`src/rtl/num2text_tx.sv`:
```
// Binary-to-decimal ASCII serializer: double-dabble conversion, then one digit per transfer, MSD first.
// Latency: out_valid rises W cycles after the accept edge; each further digit follows with no bubble.
// Backpressure: out_ready low holds out_chr/out_last; in_ready is high only while idle.
module num2text_tx #(
    parameter int W  = 8,
    parameter int ND = 3
) (
    input  logic         clk,
    input  logic         rst_b,
    input  logic         in_valid,
    output logic         in_ready,
    input  logic [W-1:0] in_data,
    output logic         out_valid,
    input  logic         out_ready,
    output logic [7:0]   out_chr,
    output logic         out_last,
    output logic         busy
);

    localparam int SW = 4*ND + W;
    localparam int PW = (ND > 1) ? $clog2(ND) : 1;
    localparam int CW = $clog2(W + 1);

    typedef enum logic [1:0] {IDLE, CONV, SEND} state_t;

    state_t        state;
    logic [SW-1:0] sr;
    logic [SW-1:0] sr_nx;
    logic [CW-1:0] cnt;
    logic [PW-1:0] ptr;
    logic [PW-1:0] ptr_nx;

    // One double-dabble step: correct every BCD digit >= 5, then shift {bcd, bin} left.
    function automatic logic [SW-1:0] dabble(input logic [SW-1:0] s);
        logic [SW-1:0] t;
        t = s;
        for (int i = 0; i < ND; i++) begin
            if (t[W+4*i +: 4] >= 4'd5)
                t[W+4*i +: 4] = t[W+4*i +: 4] + 4'd3;
        end
        return {t[SW-2:0], 1'b0};
    endfunction

    // Index of the most significant non-zero digit; 0 when the value is zero.
    function automatic logic [PW-1:0] msd(input logic [4*ND-1:0] b);
        logic [PW-1:0] m;
        m = '0;
        for (int i = 0; i < ND; i++) begin
            if (b[4*i +: 4] != 4'd0)
                m = PW'(i);
        end
        return m;
    endfunction

    function automatic logic [7:0] chr(input logic [SW-1:0] s, input logic [PW-1:0] p);
        return 8'h30 + {4'h0, s[W + 4*int'(p) +: 4]};
    endfunction

    assign sr_nx  = dabble(sr);
    assign ptr_nx = msd(sr_nx[SW-1:W]);
    assign busy   = (state != IDLE);

    always_ff @(posedge clk or negedge rst_b) begin
        if (!rst_b) begin
            state     <= IDLE;
            sr        <= '0;
            cnt       <= '0;
            ptr       <= '0;
            in_ready  <= 1'b0;
            out_valid <= 1'b0;
            out_chr   <= 8'h00;
            out_last  <= 1'b0;
        end else begin
            case (state)
                IDLE: begin
                    in_ready <= 1'b1;
                    if (in_ready && in_valid) begin
                        sr       <= {{(4*ND){1'b0}}, in_data};
                        cnt      <= '0;
                        in_ready <= 1'b0;
                        state    <= CONV;
                    end
                end
                CONV: begin
                    sr  <= sr_nx;
                    cnt <= cnt + 1'b1;
                    if (cnt == CW'(W - 1)) begin
                        state     <= SEND;
                        ptr       <= ptr_nx;
                        out_valid <= 1'b1;
                        out_chr   <= chr(sr_nx, ptr_nx);
                        out_last  <= (ptr_nx == '0);
                    end
                end
                SEND: begin
                    if (out_ready) begin
                        if (ptr != '0) begin
                            ptr      <= ptr - 1'b1;
                            out_chr  <= chr(sr, ptr - 1'b1);
                            out_last <= (ptr == PW'(1));
                        end else begin
                            out_valid <= 1'b0;
                            out_last  <= 1'b0;
                            out_chr   <= 8'h00;
                            in_ready  <= 1'b1;
                            state     <= IDLE;
                        end
                    end
                end
                default: state <= IDLE;
            endcase
        end
    end

`ifndef SYNTHESIS
    always @(posedge clk) begin
        if (rst_b && out_valid)
            assert (out_chr >= 8'h30 && out_chr <= 8'h39);
    end
`endif

endmodule

```
`config.mk`:
```
export PLATFORM = sky130hd
export DESIGN_NAME = num2text_tx
export DESIGN_NICKNAME = d
export VERILOG_FILES = /design/src/rtl/num2text_tx.sv
export SDC_FILE = /design/constraint.sdc
export NUM_CORES = 1
export LEC_CHECK = 0
export CORE_ASPECT_RATIO = 0.8
export CORE_MARGIN = 3
export CORE_UTILIZATION = 40
export CTS_BUF_LIST = sky130_fd_sc_hd__clkbuf_2 sky130_fd_sc_hd__clkbuf_4 sky130_fd_sc_hd__clkbuf_8
export DETAILED_ROUTE_END_ITERATION = 7
export SYNTH_ARGS = -nofsm -noshare
export SYNTH_HDL_FRONTEND = slang
export SYNTH_SLANG_ARGS = --single-unit
```
`constraint.sdc`:
```
create_clock -name clk -period 2.6 [get_ports clk]
set_input_delay 0.78 -clock clk [delete_from_list [all_inputs] [get_ports clk]]
set_output_delay 0.78 -clock clk [all_outputs]
set_load 0.01 [all_outputs]
```
==> key figures, run 1 <==
Yosys
  – Synth Warn #: 0
  – Sequential area share after synthesis: 0.4100
  – Post-Syn Instances: 242
  – Post-synth ARST share: 1.000
  – Post-Syn Area per Cell: about 9.1 um2
  – Yosys reg bits: 36
  – Number of synthesized flops with an enable pin: 0
  – Synth cell types: between 50 and 60
  – Share of the synthesized area in the top cell type: 0.4100
  – Synthesized cell area: 2197 um2
  – Dominant cell type by area after synthesis: dfrtp_1
  – Most used DFF post-synth: dfrtp_1
  – Ranking of synthesized cells by area: dfrtp_1 (41%), ha_1 (5.1%), o21ai_0 (5.0%), nor2_1 (4.8%), nand2_1 (4.3%)

Worst hold path
  – Worst Hold Class: flop to flop
  – Hold path cells: 1
  – Worst Hold End: cnt[3]$_DFFE_PN0P_
  – HP Start: cnt[3]$_DFFE_PN0P_

Setup path
  – Worst Path Class, Setup: flop to output port
  – R2r endpoint: out_chr[1]$_DFFE_PN0P_
  – Startpoint Class: flop
  – Critical Path Fanout Max: 10
  – R2R setup slack: 0.51 ns
  – Critical Path RT: 1.82 ns
  – Length in cells of the worst reg-to-reg path: 7
  – Reg2Reg Launch Point: ptr[0]$_DFFE_PN0P_
  – CP endpoint kind: output port
  – WP data arrival: 1.57 ns

Power and ir drop
  – Clock Power Share: 0.133
  – Static Leak: approximately 0.0010 uW
  – Comb power frac: 0.540
  – Sw Share: 0.4409
  – Internal: 1811 uW
  – Flop pwr share: 0.327
  – Sw power: 1428 uW
  – PwrDens: 1286 nW/um2
  – Maximum VDD drop: 422.8 uV

Cells and area
  – Share of layout cells above drive strength 1: 0.09962
  – Most common cell after layout, fill and taps aside: dfrtp_1
  – Syn-to-layout area delta: 14.64%
  – Fin area: 2519 um2
  – Post-Layout Cell Count: 323
  – N_diodes: 0
  – Fill cells: between 400 and 500
  – Commonest non-fill, non-tap cells in the layout: dfrtp_1 (36), nor2_1 (28), nand2_1 (25)
  – Multi-input gate area: 1174 um2
  – Final Core Density: 0.4889
  – Layout Nets: between 200 and 300
  – Sequential cell area: around 900 um2

CTS
  – CTS tree: yes
  – Clock sink count: 36
  – Post-CTS setup buffers: 0
  – Gates resized, CTS repair: 0
  – Htree depth: 2
  – Clock buffer count from CTS: 5
  – Skew-Pair Late Insertion Delay: 0.28 ns
  – Reg clk slew, reported paths: 0.08 ns
  – Root buf cell: clkbuf_8
  – Clk buf depth: 2
  – Hold_buf cts: 0

Global routing
  – GRT Total Usage: 0.1781
  – First-pass GRT wire length: between 8000 and 9000 um
  – Vias in the first global route: 1764
  – Pin count of the biggest net entering global routing: 37
  – Total congestion overflow: 0
  – Initial antenna violation count: 0

Timing
  – Final hold viol count: 0
  – Headroom to the max-slew limit: 0.4588
  – Final min period: 2.349 ns
  – Achievable Freq: 425.7 MHz
  – Setup TNS: 0 ns
  – Final period utilization: 0.9034
  – Final setup viols: 0
  – Slew Viols, Final: 0
  – RSZ-0062 raised after global routing: no
  – Slew @ Worst Pin: 0.8119 ns
  – Clock Skews: 0.006475 ns

Place
  – Routability congestion estimate: 0.8353
  – Placed cell areas: 2421 um2
  – Post-placement cell count: between 300 and 400
  – Post-detail-place hpwl: 3782 um
  – PortBufs: 21

Route
  – DR DRC count: 0
  – Via density: 5.632
  – Total iterations of the first detailed-routing run: 4
  – Post-route ant nets: 0
  – DR WL/cell: 15.90 um
  – Final WL: 5137 um
  – 1st-iter DRT viols: between 90 and 100
  – Routed vias: 1819

Die
  – Ports: 24
  – Cell row count: 23
  – Initial cell density of the core: 0.4265
  – Core area: 5151 um2
  – Die X: between 80 and 90 um
  – Die height: around 72 um
  – Die area: 6424 um2

Run status
  – Status: completed

Run
  – Max-cap viol count: 0
[state kept, by name, indices dropped and copies added, names as in the netlist]
signal     count
out_valid      1
out_last       1
out_chr        5
ptr            2
in_ready       1
sr            20
cnt            4
state          2
[how the worst max path moves through the flow]
stage	to	startpoint	slack (ns)
after floorplan	out_chr[1]$_DFFE_PN0P_	ptr[0]$_DFFE_PN0P_	0.60
after CTS	busy	state[0]$_DFFE_PN0P_	0.24
final	busy	state[0]$_DFFE_PN0P_	0.25
after global routing	busy	state[0]$_DFFE_PN0P_	0.15
after global placement	out_chr[3]$_DFFE_PN0P_	out_ready	0.41
after detailed placement	out_chr[3]$_DFFE_PN0P_	out_ready	0.39
[through the flow]
step	hold slack, ns	setup WS [ns]	power (uW)
floorplan	0.4496	0.5990	2285
global placement	0.4821	0.4149	2792
detailed placement	0.4791	0.3948	2800
CTS	0.4933	0.2407	3244
global route	0.5361	0.1504	3556
finish	0.4913	0.2512	3239
[worst max-delay path, cell delays in order (launching register included)]
cell             delay (ns)
dfrtp_1                0.56
nor2_1                 0.13
inv_1                  0.07
clkdlybuf4s50_1        0.52
[cells in the mapped netlist (all sizes together) (2+ instances only)]
master,instances
xnor2,2
o32ai,2
a211oi,4
and3b,2
and2,3
ha,9
a22o,5
clkbuf,5
o22a,2
a32oi,3
nor3,5
o22ai,9
inv,9
mux2,4
o21ai,24
nor2b,4
nand3,2
a21oi,11
nor3b,2
nand2,25
dfrtp,36
mux2i,4
nand2b,9
o211ai,2
o211a,2
nor2,28
buf,10
[power by group through the flow]
stage / sequential (uW) / combinational [uW] / clock (uW)
3_5_place_dp: 1060 / 1740 / 0
3_3_place_gp: 1070 / 1730 / 0
4_1_cts: 1050 / 1740 / 445
2_1_floorplan: 990 / 1300 / 0
6_report: 1060 / 1750 / 430
5_1_grt: 1110 / 1970 / 478
[routing by layer]
layer,vias up,routed length [um],track usage,part of all wire
li1,899,-,-,-
met1,867,2663,0.2647,0.52
met2,51,2116,0.2652,0.41
met3,2,332,0.04427,0.065
met4,0,24,0.03188,0.0047
met5,-,0,0,0
[cells by family after synthesis]
family / synth area share
adder cells (fa/ha/maj): 0.05125
other: 0.001707
XOR/XNOR: 0.007974
buffers and inverters: 0.05752
AO/OA/AOI/OAI: 0.2329
flip-flops: 0.4100
AND/OR/NAND/NOR: 0.1999
multiplexers: 0.03872
[layout make-up]
| type | count | share of cell area |
|---|---|---|
| Inverter | 9 | 0.01341 |
| Clock buffer | 7 | 0.03577 |
| Timing Repair Buffer | 25 | 0.09339 |
| Multi-Input combinational cell | 183 | 0.4660 |
| Tap cell | 62 | 0.03080 |
| Sequential cell | 36 | 0.3577 |
| Clock inverter | 1 | 0.002981 |
Note: power is estimated with default switching activity, not from simulation.
==> run 2: changes to the inputs <==
--- a/config.mk
+++ b/config.mk
@@ -10,6 +10,8 @@
 export CORE_UTILIZATION = 40
 export CTS_BUF_LIST = sky130_fd_sc_hd__clkbuf_2 sky130_fd_sc_hd__clkbuf_4 sky130_fd_sc_hd__clkbuf_8
 export DETAILED_ROUTE_END_ITERATION = 7
+export PLACE_DENSITY_LB_ADDON = 0.25
+export SKIP_CTS_REPAIR_TIMING = 1
 export SYNTH_ARGS = -nofsm -noshare
 export SYNTH_HDL_FRONTEND = slang
 export SYNTH_SLANG_ARGS = --single-unit
==> run 2 against run 1 <==
Count of clock-buffer cells in the layout shrank 1. Total power grew 1.5%. Clock skew up 0.0013 ns.
==> key figures, run 2 (synthesis results as in run 1) <==
Run status
  – Status: completed

Timing
  – Final hold viol count: 0 (unchanged)
  – Final min period: 2.332 ns (-0.01670 ns)
  – Headroom to the max-slew limit: 0.4581 (-0.0006270)
  – Achievable Freq: 428.8 MHz (+0.72%)
  – Slew @ Worst Pin: 0.8128 ns (+0.0009398 ns)
  – Final period utilization: 0.8970 (-0.006422)
  – Slew Viols, Final: 0 (unchanged)
  – Final setup viols: 0 (unchanged)
  – Clock Skews: 0.007787 ns (+0.001312 ns)
  – Setup TNS: 0 ns (unchanged)
  – RSZ-0062 raised after global routing: no
  – Fin worst setup slack: 0.2679 ns (+0.01670 ns)

CTS
  – Skew-Pair Late Insertion Delay: 0.29 ns (about the same)
  – Clock buffer count from CTS: 5 (unchanged)
  – Htree depth: 2 (unchanged)
  – Clk buf depth: 2 (unchanged)
  – Root buf cell: clkbuf_8
  – Clock sink count: 36 (unchanged)
  – Reg clk slew, reported paths: 0.08 ns (about the same)
  – CTS tree: yes

Die
  – Die height: 72.29 um (unchanged)
  – Cell row count: 23 (unchanged)
  – Core area: 5151 um2 (unchanged)
  – Initial cell density of the core: 0.4265 (unchanged)
  – Die area: 6424 um2 (unchanged)
  – Ports: 24 (unchanged)
  – Die X: 88.86 um (unchanged)

Global routing
  – GRT Total Usage: 0.1676 (-0.01046)
  – Total congestion overflow: 0 (unchanged)
  – Initial antenna violation count: 0 (unchanged)
  – First-pass GRT wire length: 8321 um (-5.6%)
  – Pin count of the biggest net entering global routing: 37 (unchanged)
  – Vias in the first global route: 1669 (-5.4%)

Cells and area
  – Max reg flops: 20 (unchanged)
  – Fill cells: 489 (-1.4%)
  – Fin area: 2532 um2 (+0.55%)
  – Biggest regs: sr x20, out_chr x5, cnt x4
  – Layout Nets: 281 (unchanged)
  – Most common cell after layout, fill and taps aside: dfrtp_1
  – Reg with most FFs: sr
  – Commonest non-fill, non-tap cells in the layout: dfrtp_1 (36), nor2_1 (28), nand2_1 (25)
  – Share of layout cells above drive strength 1: 0.09962 (unchanged)
  – N_diodes: 0 (unchanged)
  – Syn-to-layout area delta: 15.26%

Power and ir drop
  – Internal: 1879 uW (+3.8%)
  – Sw power: 1409 uW (-1.3%)
  – Maximum VDD drop: 463.2 uV (+9.6%)
  – Comb power frac: 0.528 (-0.012)
  – Sw Share: 0.4285 (-0.01237)
  – PwrDens: 1298 nW/um2 (+0.99%)
  – Clock Power Share: 0.152 (+0.019)
  – Flop pwr share: 0.320 (-0.007)
  – Static Leak: 0.001057 uW (+1.0%)

Setup path
  – WP data arrival: 1.55 ns (-0.02 ns)
  – Critical Path Fanout Max: 10 (unchanged)
  – Startpoint Class: flop
  – Worst Path Class, Setup: flop to output port
  – Length in cells of the worst reg-to-reg path: 7 (unchanged)
  – CP endpoint kind: output port
  – Critical Path RT: 1.82 ns (about the same)

Route
  – Routed vias: 1824 (+0.27%)
  – DR DRC count: 0 (unchanged)
  – DR WL/cell: 15.18 um (-4.6%)
  – Total iterations of the first detailed-routing run: 4 (unchanged)
  – 1st-iter DRT viols: 126 (+27%)
  – Final WL: 4903 um (-4.6%)
  – Via density: 5.647 (+0.27%)
  – Post-route ant nets: 0 (unchanged)

Worst hold path
  – Hold path cells: 1 (unchanged)
  – Worst Hold Class: flop to flop

Place
  – Post-detail-place hpwl: 3655 um (-3.4%)
  – Placed cell areas: 2421 um2 (unchanged)
  – PortBufs: 21 (unchanged)
  – Post-place setup slack: 0.4230 ns (+0.02824 ns)
  – Routability congestion estimate: 0.8536 (+2.2%)

Run
  – Max-cap viol count: 0 (unchanged)
[run 2: changes by cell type in the layout (fill, tap and decap cells not counted), sizes merged]
cell,previous run,this run
clkinv,0,1
clkbuf,7,6
bufinv,0,1
clkinvlp,1,0
[run 2: area by class of cell]
class | instances | area, um2 | area share
multi-input cells | 183 | 1174 | 0.4634
flip-flops and latches | 36 | 900.9 | 0.3557
repair buffers | 25 | 235.2 | 0.09289
well taps | 62 | 77.57 | 0.03063
clock buffers | 6 | 76.32 | 0.03014
clock inverters | 2 | 35.03 | 0.01383
inverters | 9 | 33.78 | 0.01334
[run 2: power groups by stage]
stage                     Sequential, uW  Clock (uW)  Combinational [uW]
after global placement              1060           0                1710
after floorplan                      990           0                1300
after detailed placement            1060           0                1730
after CTS                           1050         510                1740
final                               1050         500                1740
after global routing                1100         533                1970
[run 2: critical path: stages, from the launching register on]
cell	delay (ns)
dfrtp_1	0.55
nor2_1	0.13
inv_1	0.07
clkdlybuf4s50_1	0.52
[run 2: stage by stage]
step	util	hold slack, ns	instances	total power, uW
after global placement	0.4700	0.4775	315	2771
after floorplan	-	0.4496	243	2285
final	0.4916	0.4937	323	3288
after detailed placement	0.4700	0.4839	315	2787
after CTS	0.4916	0.4974	323	3297
after global routing	0.4916	0.5385	323	3596
[run 2: path summary, 6_finish.rpt]
path / start / endpoint / slack [ns]
max in group asynchronous: rst_b / state[0]$_DFFE_PN0P_ / 1.50
setup reg to reg: sr[17]$_DFFE_PN0P_ / ptr[0]$_DFFE_PN0P_ / 0.50
setup / recovery: state[0]$_DFFE_PN0P_ / busy / 0.27
min in group asynchronous: rst_b / out_chr[1]$_DFFE_PN0P_ / 0.58
hold reg to reg: cnt[3]$_DFFE_PN0P_ / cnt[3]$_DFFE_PN0P_ / 0.49
hold / removal: cnt[3]$_DFFE_PN0P_ / cnt[3]$_DFFE_PN0P_ / 0.49
[run 2: routing by layer]
layer / GRT usage / part of all wire
met5: 0 / 0
met4: 0.03523 / 0.0033
met3: 0.03519 / 0.061
met2: 0.2372 / 0.41
met1: 0.2614 / 0.52
